--- config.mk ---
export PLATFORM = sky130hd
export DESIGN_NAME = btn_event_arbiter_flat
export DESIGN_NICKNAME = d
export VERILOG_FILES = /design/src/rtl/btn_pkg.sv /design/src/rtl/btn_event_arbiter_if.sv /design/src/rtl/btn_evt_fifo.sv /design/src/rtl/btn_event_arbiter.sv /design/src/flat_wrapper.sv
export SDC_FILE = /design/constraint.sdc
export NUM_CORES = 1
export LEC_CHECK = 0
export CAP_MARGIN = 0
export CORE_MARGIN = 2
export CORE_UTILIZATION = 60
export DETAILED_ROUTE_END_ITERATION = 10
export GPL_TIMING_DRIVEN = 0
export PLACE_DENSITY = 0.82
export SYNTH_ARGS = -nofsm -noshare
export SYNTH_HDL_FRONTEND = slang
export SYNTH_SLANG_ARGS = --single-unit
--- constraint.sdc ---
create_clock -name clk -period 4.6 [get_ports clk]
set_input_delay 1.38 -clock clk [delete_from_list [all_inputs] [get_ports clk]]
set_output_delay 1.38 -clock clk [all_outputs]
set_load 0.02 [all_outputs]
--- src/rtl/btn_pkg.sv ---
// Shared types and constants for the button event arbiter.
// Button indices follow the Nexys4 pad set: centre, up, left, right, down.
package btn_pkg;

    localparam int BTN_N     = 5;
    localparam int BTN_IDX_W = 3;

    localparam logic [BTN_IDX_W-1:0] BTN_C = 3'd0;
    localparam logic [BTN_IDX_W-1:0] BTN_U = 3'd1;
    localparam logic [BTN_IDX_W-1:0] BTN_L = 3'd2;
    localparam logic [BTN_IDX_W-1:0] BTN_R = 3'd3;
    localparam logic [BTN_IDX_W-1:0] BTN_D = 3'd4;

    typedef struct packed {
        logic                 rpt;
        logic [BTN_IDX_W-1:0] idx;
    } btn_evt_t;

    // Reduce a sum of two button indices (0..8) modulo BTN_N.
    function automatic logic [BTN_IDX_W-1:0] btn_wrap(input logic [3:0] v);
        return (v >= 4'(BTN_N)) ? 3'(v - 4'(BTN_N)) : v[2:0];
    endfunction

    function automatic logic [BTN_IDX_W-1:0] btn_next(input logic [BTN_IDX_W-1:0] i);
        return (i == BTN_D) ? BTN_C : i + 3'd1;
    endfunction

endpackage

--- src/rtl/btn_event_arbiter_if.sv ---
// Event stream handshake between the arbiter (master) and its consumer (slave).
interface btn_event_arbiter_if;
    import btn_pkg::*;

    logic                 evt_valid;
    logic                 evt_ready;
    logic [BTN_IDX_W-1:0] evt_code;
    logic                 evt_repeat;

    modport master (output evt_valid, output evt_code, output evt_repeat, input evt_ready);
    modport slave  (input evt_valid, input evt_code, input evt_repeat, output evt_ready);

endinterface

--- src/rtl/btn_evt_fifo.sv ---
// DEPTH-entry FIFO of button events with occupancy count; pointers wrap naturally
// because DEPTH is a power of two. Storage is not reset, only pointers and count.
module btn_evt_fifo
    import btn_pkg::*;
#(
    parameter int DEPTH = 4
) (
    input  logic                     clk,
    input  logic                     rst,
    input  logic                     push,
    input  btn_evt_t                 din,
    input  logic                     pop,
    output btn_evt_t                 dout,
    output logic [$clog2(DEPTH):0]   count,
    output logic                     full,
    output logic                     empty
);

    localparam int AW = $clog2(DEPTH);

    btn_evt_t        mem [DEPTH];
    logic [AW-1:0]   wr_ptr;
    logic [AW-1:0]   rd_ptr;
    logic            do_push;
    logic            do_pop;

    assign empty   = (count == '0);
    assign full    = (count == (AW+1)'(DEPTH));
    assign do_pop  = pop & ~empty;
    assign do_push = push & (~full | do_pop);
    assign dout    = mem[rd_ptr];

    always_ff @(posedge clk) begin
        if (do_push) mem[wr_ptr] <= din;
    end

    always_ff @(posedge clk or posedge rst) begin
        if (rst) begin
            wr_ptr <= '0;
            rd_ptr <= '0;
            count  <= '0;
        end else begin
            if (do_push) wr_ptr <= wr_ptr + 1'b1;
            if (do_pop)  rd_ptr <= rd_ptr + 1'b1;
            case ({do_push, do_pop})
                2'b10:   count <= count + 1'b1;
                2'b01:   count <= count - 1'b1;
                default: count <= count;
            endcase
        end
    end

endmodule

--- src/rtl/btn_event_arbiter.sv ---
// Latches debounced button pulses into pending bits and grants them round-robin
// into an event FIFO. Optional auto-repeat is enabled with `define BTN_REPEAT_EN.
module btn_event_arbiter
    import btn_pkg::*;
#(
    parameter int          DEPTH         = 4,
    parameter logic [23:0] REPEAT_DELAY  = 24'd10_000_000,
    parameter logic [23:0] REPEAT_PERIOD = 24'd2_500_000
) (
    input  logic                    clk,
    input  logic                    rst,
    input  logic [BTN_N-1:0]        btn_pulse,
`ifdef BTN_REPEAT_EN
    input  logic [BTN_N-1:0]        btn_level,
`endif
    btn_event_arbiter_if.master     evt,
    output logic                    ovf,
    input  logic                    ovf_clr,
    output logic [$clog2(DEPTH):0]  fifo_count
);

    logic [BTN_N-1:0]     pend;
    logic [BTN_N-1:0]     pend_rep;
    logic [BTN_N-1:0]     fire_oh;
    logic [BTN_N-1:0]     live;
    logic [BTN_N-1:0]     inj_oh;
    logic [BTN_IDX_W-1:0] rr_ptr;
    logic [BTN_IDX_W-1:0] gnt_idx;
    logic [BTN_IDX_W-1:0] cand;
    logic                 gnt_vld;
    logic                 fire;
    logic                 pop;
    logic                 drop;
    logic                 full;
    logic                 empty;
    btn_evt_t             push_evt;
    btn_evt_t             head;

    // Lowest offset from rr_ptr wins: scan offsets high to low so the last hit sticks.
    always_comb begin
        gnt_vld = 1'b0;
        gnt_idx = '0;
        cand    = '0;
        for (int k = BTN_N - 1; k >= 0; k--) begin
            cand = btn_wrap({1'b0, rr_ptr} + 4'(k));
            if (pend[cand]) begin
                gnt_vld = 1'b1;
                gnt_idx = cand;
            end
        end
    end

    assign pop      = ~empty & evt.evt_ready;
    assign fire     = gnt_vld & (~full | pop);
    assign fire_oh  = fire ? (5'(1) << gnt_idx) : '0;
    assign live     = pend & ~fire_oh;
    assign drop     = |(btn_pulse & live);
    assign push_evt = '{rpt: pend_rep[gnt_idx], idx: gnt_idx};

    always_ff @(posedge clk or posedge rst) begin
        if (rst) begin
            pend   <= '0;
            rr_ptr <= BTN_C;
            ovf    <= 1'b0;
        end else begin
            pend <= live | btn_pulse | inj_oh;
            if (fire) rr_ptr <= btn_next(gnt_idx);
            if (drop)         ovf <= 1'b1;
            else if (ovf_clr) ovf <= 1'b0;
        end
    end

`ifdef BTN_REPEAT_EN
    logic [23:0]          rpt_cnt;
    logic                 rpt_act;
    logic [BTN_IDX_W-1:0] rpt_tgt;
    logic [BTN_IDX_W-1:0] acc_idx;
    logic [BTN_N-1:0]     acc;
    logic                 expire;

    // A press that was not merged into a live pending bit retargets the timer.
    assign acc = btn_pulse & ~live;

    always_comb begin
        acc_idx = '0;
        for (int k = BTN_N - 1; k >= 0; k--) begin
            if (acc[k]) acc_idx = 3'(k);
        end
    end

    assign expire = rpt_act & btn_level[rpt_tgt] & (rpt_cnt == 24'd1);
    assign inj_oh = expire ? (5'(1) << rpt_tgt) : '0;

    always_ff @(posedge clk or posedge rst) begin
        if (rst) begin
            rpt_act  <= 1'b0;
            rpt_tgt  <= '0;
            rpt_cnt  <= '0;
            pend_rep <= '0;
        end else begin
            // Injection into a live bit merges silently; a real press always clears the tag.
            pend_rep <= ((pend_rep & ~fire_oh) | (inj_oh & ~live)) & ~btn_pulse;
            if (|acc) begin
                rpt_act <= 1'b1;
                rpt_tgt <= acc_idx;
                rpt_cnt <= REPEAT_DELAY;
            end else if (rpt_act && !btn_level[rpt_tgt]) begin
                rpt_act <= 1'b0;
            end else if (expire) begin
                rpt_cnt <= REPEAT_PERIOD;
            end else if (rpt_act) begin
                rpt_cnt <= rpt_cnt - 24'd1;
            end
        end
    end
`else
    logic unused_rpt;

    assign inj_oh     = '0;
    assign pend_rep   = '0;
    assign unused_rpt = ^{REPEAT_DELAY, REPEAT_PERIOD};
`endif

    btn_evt_fifo #(.DEPTH(DEPTH)) u_fifo (
        .clk   (clk),
        .rst   (rst),
        .push  (fire),
        .din   (push_evt),
        .pop   (pop),
        .dout  (head),
        .count (fifo_count),
        .full  (full),
        .empty (empty)
    );

    assign evt.evt_valid  = ~empty;
    assign evt.evt_code   = empty ? '0 : head.idx;
    assign evt.evt_repeat = ~empty & head.rpt;

endmodule

--- src/flat_wrapper.sv ---
// flat-port wrapper written by rule: the top's interface ports become plain ports
module btn_event_arbiter_flat import btn_pkg::*;
#(
    parameter int          DEPTH         = 4,
    parameter logic [23:0] REPEAT_DELAY  = 24'd10_000_000,
    parameter logic [23:0] REPEAT_PERIOD = 24'd2_500_000
)
  (clk, rst, btn_pulse, ovf, ovf_clr, fifo_count, evt_evt_valid, evt_evt_code, evt_evt_repeat, evt_evt_ready);
  btn_event_arbiter_if evt_i ();
  input  logic clk;
  input  logic rst;
  input  logic [BTN_N-1:0] btn_pulse;
  output logic ovf;
  input  logic ovf_clr;
  output logic [$clog2(DEPTH):0] fifo_count;
  output wire logic [$bits(evt_i.evt_valid)-1:0] evt_evt_valid;
  output wire logic [$bits(evt_i.evt_code)-1:0] evt_evt_code;
  output wire logic [$bits(evt_i.evt_repeat)-1:0] evt_evt_repeat;
  input wire logic [$bits(evt_i.evt_ready)-1:0] evt_evt_ready;
  assign evt_evt_valid = evt_i.evt_valid;
  assign evt_evt_code = evt_i.evt_code;
  assign evt_evt_repeat = evt_i.evt_repeat;
  assign evt_i.evt_ready = evt_evt_ready;
  btn_event_arbiter #(.DEPTH(DEPTH), .REPEAT_DELAY(REPEAT_DELAY), .REPEAT_PERIOD(REPEAT_PERIOD)) u_core (.clk(clk), .rst(rst), .btn_pulse(btn_pulse), .evt(evt_i), .ovf(ovf), .ovf_clr(ovf_clr), .fifo_count(fifo_count));
endmodule
==> flow_summary.yaml <==
timing:
  worstMarginPinSlew_ns: 0.643
  finalSetupViolations: 0
  clock.fmax_mhz: 233
  relSlewSlack_pct: 57.1
  fin_tns_setup_ns: 0
  rsz0062_at_grt: "no"
  final_min_period_over_clock_period_pct: 93.2
  final-max-slew-violation-count: 0
  finalClockSkew_ns: 0.00822
  shortest_period_the_worst_path_allows_ns: 4.29
  finalHoldViolCount: 0
  finalHoldWorstSlack_ns: 0.517
yosys:
  yosysSeqAreaShare_pct: 29.1
  yosysTopAreaCellShare_pct: 15.3
  synth.mux.area_fraction_pct: 5.79
  synthTopCellsByCount: "inv_1 (20), a21oi_1 (19), nand2_1 (19), dfrtp_1 (16), ha_1 (16)"
  yosys_warnings: 0
  synth-async-reset-ratio_pct: 57.1
  synth_most_common_cell: "inv_1"
  number_of_enable_type_register_cells_in_the_synthesized_netlist: 12
  yosys.area_share.simple_pct: 20.1
  dominant_combinational_cell_family_by_area_after_synthesis: "compound AO/OA/AOI/OAI gates"
  synth_compound_area_share_pct: 25.5
  avgSynthCellArea_um2: 9.30
  synth.area.top_cells: "dfrtp_1 (15%), edfxtp_1 (14%), ha_1 (7.7%)"
  synthAdderAreaFrac_pct: 9.19
  yosysTopAreaCell: "dfrtp_1"
  synth_top_flop_cell: "dfrtp_1"
  synth_xor_area_share_pct: 3.35
  netlist_instances: 281
  ys_types: 69
  synth-seq-cells: 28
  synth_fp_nets: 308
  syn-cell-area_um2: 2610
die:
  std_cell_rows: 24
  die_h_um: 70
  placeableCoreArea_um2: 4260
  die-width_um: 70
  num_io_pins: 18
  effective_utilization_at_floorplan_pct: 61.3
  die_area_um2: 4900
grt:
  grt_use_total_pct: 26.7
  grt_antenna_before_repair: 0
  grt_remaining_overflow: 0
  first_global_vias: 2194
  grt_start_max_net_pins: 17
  grt_first_pass_wirelength_um: 10400
cells_and_area:
  finalInstanceArea_um2: 2910
  final_net_count: 329
  num-fill-cells: 339
  drive_above_1_share_pct: 13.3
  layout-area-overhead-vs-synth_pct: 11.4
  antenna_cells: 0
  final_util_pct: 68.3
clocking:
  cts_made_buffers: 3
  worst_skew_pair_latency_ns: 0.28
  postCtsResizedCells: 0
  clockRootBuffer: "clkbuf_8"
  cts_setup_buffers: 0
  cts_tree: "done"
  cts_htree_levels: 1
  clock_slew_seen_by_the_registers_of_the_worst_setup_and_hold_paths_ns: 0.10
  clock_path_buffers: 2
  postCtsHoldBufs: 0
  cts.sinks: 28
placement:
  globalplace.congestion: 0.990
  port_buffers: 16
  detailedPlacementHpwl_um: 4830
  post_dp_cell_area_um2: 2840
worst_setup_path:
  slowest_stage: "dfrtp_1"
  data_arrival_time_of_the_critical_path_ns: 4.50
  cp.required_ns: 4.81
  critical_path.max_fanout: 10
  cp-start-kind: "register"
  timing.critical_path.cells: "buf_4 -> inv_1 -> ha_1 -> ha_1 -> clkbuf_1 -> a21oi_1 -> nor4b_2 -> nor2_4 -> nor4b_4 -> a41oi_4 -> inv_2 -> ha_1 -> inv_1 -> fa_1 -> xor2_1 -> nor2_1 -> xor2_1"
  timing.critical_path.slowest_cell_delay_ns: 0.45
  worst-setup-path-type: "reg -> reg"
  critical-path-top-cell-by-count: "ha_1"
  timing.critical_path.to_type: "register"
drt:
  via_count: 2286
  drc: 0
  drt-wirelength-per-cell_um: 17.6
  drt_pass1_iterations: 5
  postRouteWirelength_um: 6230
  detail_route.vias_per_cell: 6.48
  drt_first_iter_violations: 196
  final_antenna_net_count: 0
status:
  status: "finished, final reports clean"
hold_path:
  type_of_the_tightest_min_delay_check: "reg -> reg"
flow_run:
  maximum_capacitance_violations: 0
==> logic make-up after synthesis <==
group,after synthesis
AO/OA/AOI/OAI,84
AND/OR/NAND/NOR,92
other,1
XOR/XNOR,10
flip-flops,28
buffers and inverters,38
adder cells (fa/ha/maj),18
multiplexers,10
==> cells in the final DEF, fill, tap and decap left out, types with 4 or more instances in the layout <==
master           Yosys  final
a21o_1               4      4
a21oi_1             19     19
and2_1              10     10
buf_2                8      8
clkdlybuf4s50_1      0     16
dfrtp_1             16     16
edfxtp_1            12     12
ha_1                16     16
inv_1               20     20
mux2i_1              5      5
mux4_2               4      4
nand2_1             19     19
nand2b_1            11     11
nand3_1              5      5
nand4_1              5      5
nor2_1              12     11
nor2b_1              4      4
nor3_1               5      5
o211ai_1             6      6
o21ai_0             10     10
o21ai_1              4      4
or2_1                4      4
xnor2_1              7      7
==> metal layers <==
metal  track usage, %  part of all wire, %  up-vias
li1                 -                    -     1069
met1             34.5                   41     1073
met2             46.1                   49      121
met3             3.61                  7.6       23
met4             9.19                  2.6        0
met5                0                    0        -
==> critical path: cells and delay by family, from the launching register on <==
kind / cells / cell delay [ns]
adders and majority gates: 4 / 1.15
and+or+nand+nor: 4 / 0.84
buffers and inverters: 5 / 0.80
AOI/OAI and AO/OA: 2 / 0.66
DFF: 1 / 0.45
xor gates and xnor gates: 2 / 0.30
==> layout make-up <==
| cell class | count | area [µm²] | share of cell area, % |
|---|---|---|---|
| multi-input combinational | 215 | 1680 | 57.6 |
| sequential | 28 | 761 | 26.1 |
| timing repair buffer | 16 | 160 | 5.50 |
| buffer | 16 | 96.3 | 3.31 |
| inverter | 22 | 82.6 | 2.84 |
| tap | 52 | 65.1 | 2.23 |
| clock buffer | 3 | 41.3 | 1.42 |
| clock inverter | 1 | 30.0 | 1.03 |
==> metrics by stage <==
step | setup WS, ns | cells
final | 0.312 | 353
after global routing | 0.0357 | 353
after CTS | 0.340 | 353
after detailed placement | 0.334 | 349
after global placement | 0.495 | 349
after floorplan | 1.05 | 281
==> state kept, by name (all words and copies together), names as in the netlist <==
register	flops
u_core.u_fifo.mem	12
u_core.pend	5
u_core.rr_ptr	3
u_core.u_fifo.count	3
u_core.u_fifo.rd_ptr	2
u_core.u_fifo.wr_ptr	2
u_core.ovf	1
==> final timing paths <==
check,cells past startpoint,to,slack (ns),start
max in group asynchronous,2,u_core.pend[4]$_DFF_PP0_,2.69,rst
worst min-delay path,1,u_core.u_fifo.count[2]$_DFFE_PP0P_,0.52,u_core.u_fifo.count[2]$_DFFE_PP0P_
worst max-delay path,17,u_core.u_fifo.count[2]$_DFFE_PP0P_,0.31,u_core.rr_ptr[1]$_DFFE_PP0P_
min in group asynchronous,2,u_core.pend[3]$_DFF_PP0_,1.49,rst
worst max register to register,17,u_core.u_fifo.count[2]$_DFFE_PP0P_,0.31,u_core.rr_ptr[1]$_DFFE_PP0P_
worst min register to register,1,u_core.u_fifo.count[2]$_DFFE_PP0P_,0.52,u_core.u_fifo.count[2]$_DFFE_PP0P_
Power is not shown: default switching activity piles up to over one toggle a cycle in this logic, so the estimate is an artifact.
==> edit (same flow settings) <==
`DEPTH` is set to 4 in 3 places; all go to 8.
--- a/src/rtl/btn_evt_fifo.sv
+++ b/src/rtl/btn_evt_fifo.sv
@@ -4,5 +4,5 @@
     import btn_pkg::*;
 #(
-    parameter int DEPTH = 4
+    parameter int DEPTH = 8
 ) (
     input  logic                     clk,
--- a/src/rtl/btn_event_arbiter.sv
+++ b/src/rtl/btn_event_arbiter.sv
@@ -4,5 +4,5 @@
     import btn_pkg::*;
 #(
-    parameter int          DEPTH         = 4,
+    parameter int          DEPTH         = 8,
     parameter logic [23:0] REPEAT_DELAY  = 24'd10_000_000,
     parameter logic [23:0] REPEAT_PERIOD = 24'd2_500_000
--- a/src/flat_wrapper.sv
+++ b/src/flat_wrapper.sv
@@ -2,5 +2,5 @@
 module btn_event_arbiter_flat import btn_pkg::*;
 #(
-    parameter int          DEPTH         = 4,
+    parameter int          DEPTH         = 8,
     parameter logic [23:0] REPEAT_DELAY  = 24'd10_000_000,
     parameter logic [23:0] REPEAT_PERIOD = 24'd2_500_000
Interface: changed (resized fifo_count); port bits go from 18 to 19. The function was not compared with the original's and may differ.
==> edit against the unedited design <==
- area after synthesis grew 22%
- highest routed layer unchanged
- wire length up 27%
- final area grew 25%
- sequential cell count is 15 higher
- core utilization is 2.9 points higher
- largest cell class unchanged
- setup slack worse by 0.082 ns
Power is left out: the tool's default activity adds up to more than one toggle a clock period on the data nets, which glitch-free logic cannot reach.
==> edit: results (changes against the unedited design) <==
Insertion delay to the later sink of the worst-skew pair: 0.31 ns (was 0.28 ns)
Synth warn: 0 (unchanged)
Routed wire length: 7.90 mm (was 6.23 mm)
Status: finished, final reports clean (unchanged)
Most instantiated cells after synthesis: edfxtp_1 (24), nand2_1 (24), dfrtp_1 (19) (was inv_1 (20), a21oi_1 (19), nand2_1 (19))
Vias in the first global route: 2,609 (was 2,194)
DP Cell Count: 399 (was 349)
Register-to-Register Path Depth: 18 (was 17)
Syn nets: 338 (was 308)
Hold Crit Depth: 1 (unchanged)
Min-delay src: u_core.u_fifo.count[3] (was u_core.u_fifo.count[2])
DRT Pass-1 Iters: 5 (unchanged)
Fraction of layout cells with a size suffix above 1: 19.4% (was 13.3%)
Synth area leaders: edfxtp_1 (23%), dfrtp_1 (15%), ha_1 (6.3%), mux4_2 (4.2%), nand2_1 (2.8%) (was dfrtp_1 (15%), edfxtp_1 (14%), ha_1 (7.7%), a21oi_1 (3.6%), mux4_2 (3.4%))
Clock-pin slew on the worst setup and hold paths: 0.09 ns
Via/cell ratio: 6.54 (was 6.48)
Nets: 366 (was 329)
Worst Clk Skew: 0.00700 ns (was 0.00822 ns)
Inserted Clock Buffers: 5 (was 3)
Top_reg_cell synth: edfxtp_1 (was dfrtp_1)
Unique cell type count in the Yosys netlist: 71 (was 69)
CTS Buffer Depth: 2 (unchanged)
Placed Area: 0.00345 mm^2 (was 0.00284 mm^2)
Sequential share of the synthesized area: 37.5% (was 29.1%)
Xor and xnor area share after synthesis: 3.02% (was 3.35%)
Portion of netlist area occupied by mux cells: 8.54% (was 5.79%)
H-Tree Level Count: 2 (was 1)
# fillers: 397 (was 339)
End point of the critical path: u_core.u_fifo.count[2] (unchanged)
Ant diodes: 0 (unchanged)
Critical path fanouts, max: 11 (was 10)
EDFF count, synth: 24 (was 12)
Mapped Cells: 312 (was 281)
IO Port Bufs: 17 (was 16)
Worst EP arrival: 4.56 ns (was 4.50 ns)
Largest net degree at the start of global routing: 20 (was 17)
Compound-Gate Fraction of Synth Area: 20.6% (was 25.5%)
Antenna violations before repair: 0 (unchanged)
Dpl hpwl: 5.65 mm (was 4.83 mm)
Slew headroom: 26.0% (was 57.1%)
Root buffer cell: clkbuf_8 (unchanged)
First-pass GRT wire length: 12.6 mm (was 10.4 mm)
CP max-delay cell: or4_4 (was dfrtp_1)
Ys async rst share: 44.2% (was 57.1%)
Post-DR wirelength/cell: 19.2 um (was 17.6 um)
Hold Path End: u_core.u_fifo.count[3] (was u_core.u_fifo.count[2])
Largest regs: u_core.u_fifo.mem: 24 flops, u_core.pend: 5 flops, u_core.u_fifo.count: 4 flops (was u_core.u_fifo.mem: 12 flops, u_core.pend: 5 flops)
Iteration-0 DRC count of the detailed router: 242 (was 196)
Total track usage: 27.1% (was 26.7%)
R2r setup slk: 0.23 ns (was 0.31 ns)
Worst setup path startpoint: u_core.rr_ptr[1] (unchanged)
GP Congestion: 0.987 (was 0.990)
HP Class: flip-flop to flip-flop (unchanged)
Post-Synth Adder-Cell Area: 6.90% (was 9.19%)
Max stage delay on crit path: 0.64 ns (was 0.45 ns)
## edit: changes by cell type in the layout (fill, tap and decap cells not counted), moves of 5 or more
cell,unedited run,this run
nand2_1,19,24
edfxtp_1,12,24
nor2b_1,4,10
nand2b_1,11,6
and2_1,10,3
inv_1,20,10
## edit: worst max-delay path, delay by kind of cell, from the launching register on
family,cells,cell delay [ns]
compound gates,4,0.86
xor+xnor,3,0.39
fa+ha+maj,3,0.76
buf+inv,3,0.52
flops,1,0.44
simple gates,5,1.30
## edit: layout make-up
type | instances | area (um^2) | area share (%)
Clock inverter | 3 | 23.8 | 0.654
Tap cell | 70 | 87.6 | 2.41
Inverter | 12 | 45.0 | 1.24
Multi-Input combinational cell | 237 | 1880 | 51.7
Clock buffer | 5 | 68.8 | 1.89
Sequential cell | 43 | 1200 | 33.0
Buffer | 19 | 124 | 3.41
Timing Repair Buffer | 22 | 208 | 5.71
## edit: kinds of logic after synthesis
kind of cell / after synthesis
AND/OR/NAND/NOR: 102
AO/OA/AOI/OAI: 87
flip-flops: 43
buffers and inverters: 32
multiplexers: 19
adder cells (fa/ha/maj): 17
XOR/XNOR: 11
other: 1
## edit: layer usage
metal  vias up  routed length (um)  global-route usage, %
met1      1315                3170                   33.3
met2       112                4060                   47.7
met4         0                 238                   11.6
met5         -                   0                      0
li1       1235                   -                      -
met3        26                 428                   3.76
## edit: timing repair
action,in CTS,in global routing
pin swaps,1,1
gates resized for setup,7,11
cloned,0,0
buffers inserted,1,4
endpoints found under the setup margin,7,4
hold endpoints to repair,0,0
## edit: per-stage QoR
step	TNS, ns	setup WS (ns)	hold slack (ns)
after floorplan	0	0.203	0.531
after global placement	-0.877	-0.370	0.506
after detailed placement	-1.25	-0.478	0.506
after CTS	0	0.00723	0.522
after global routing	0	0.0150	0.550
final	0	0.229	0.524
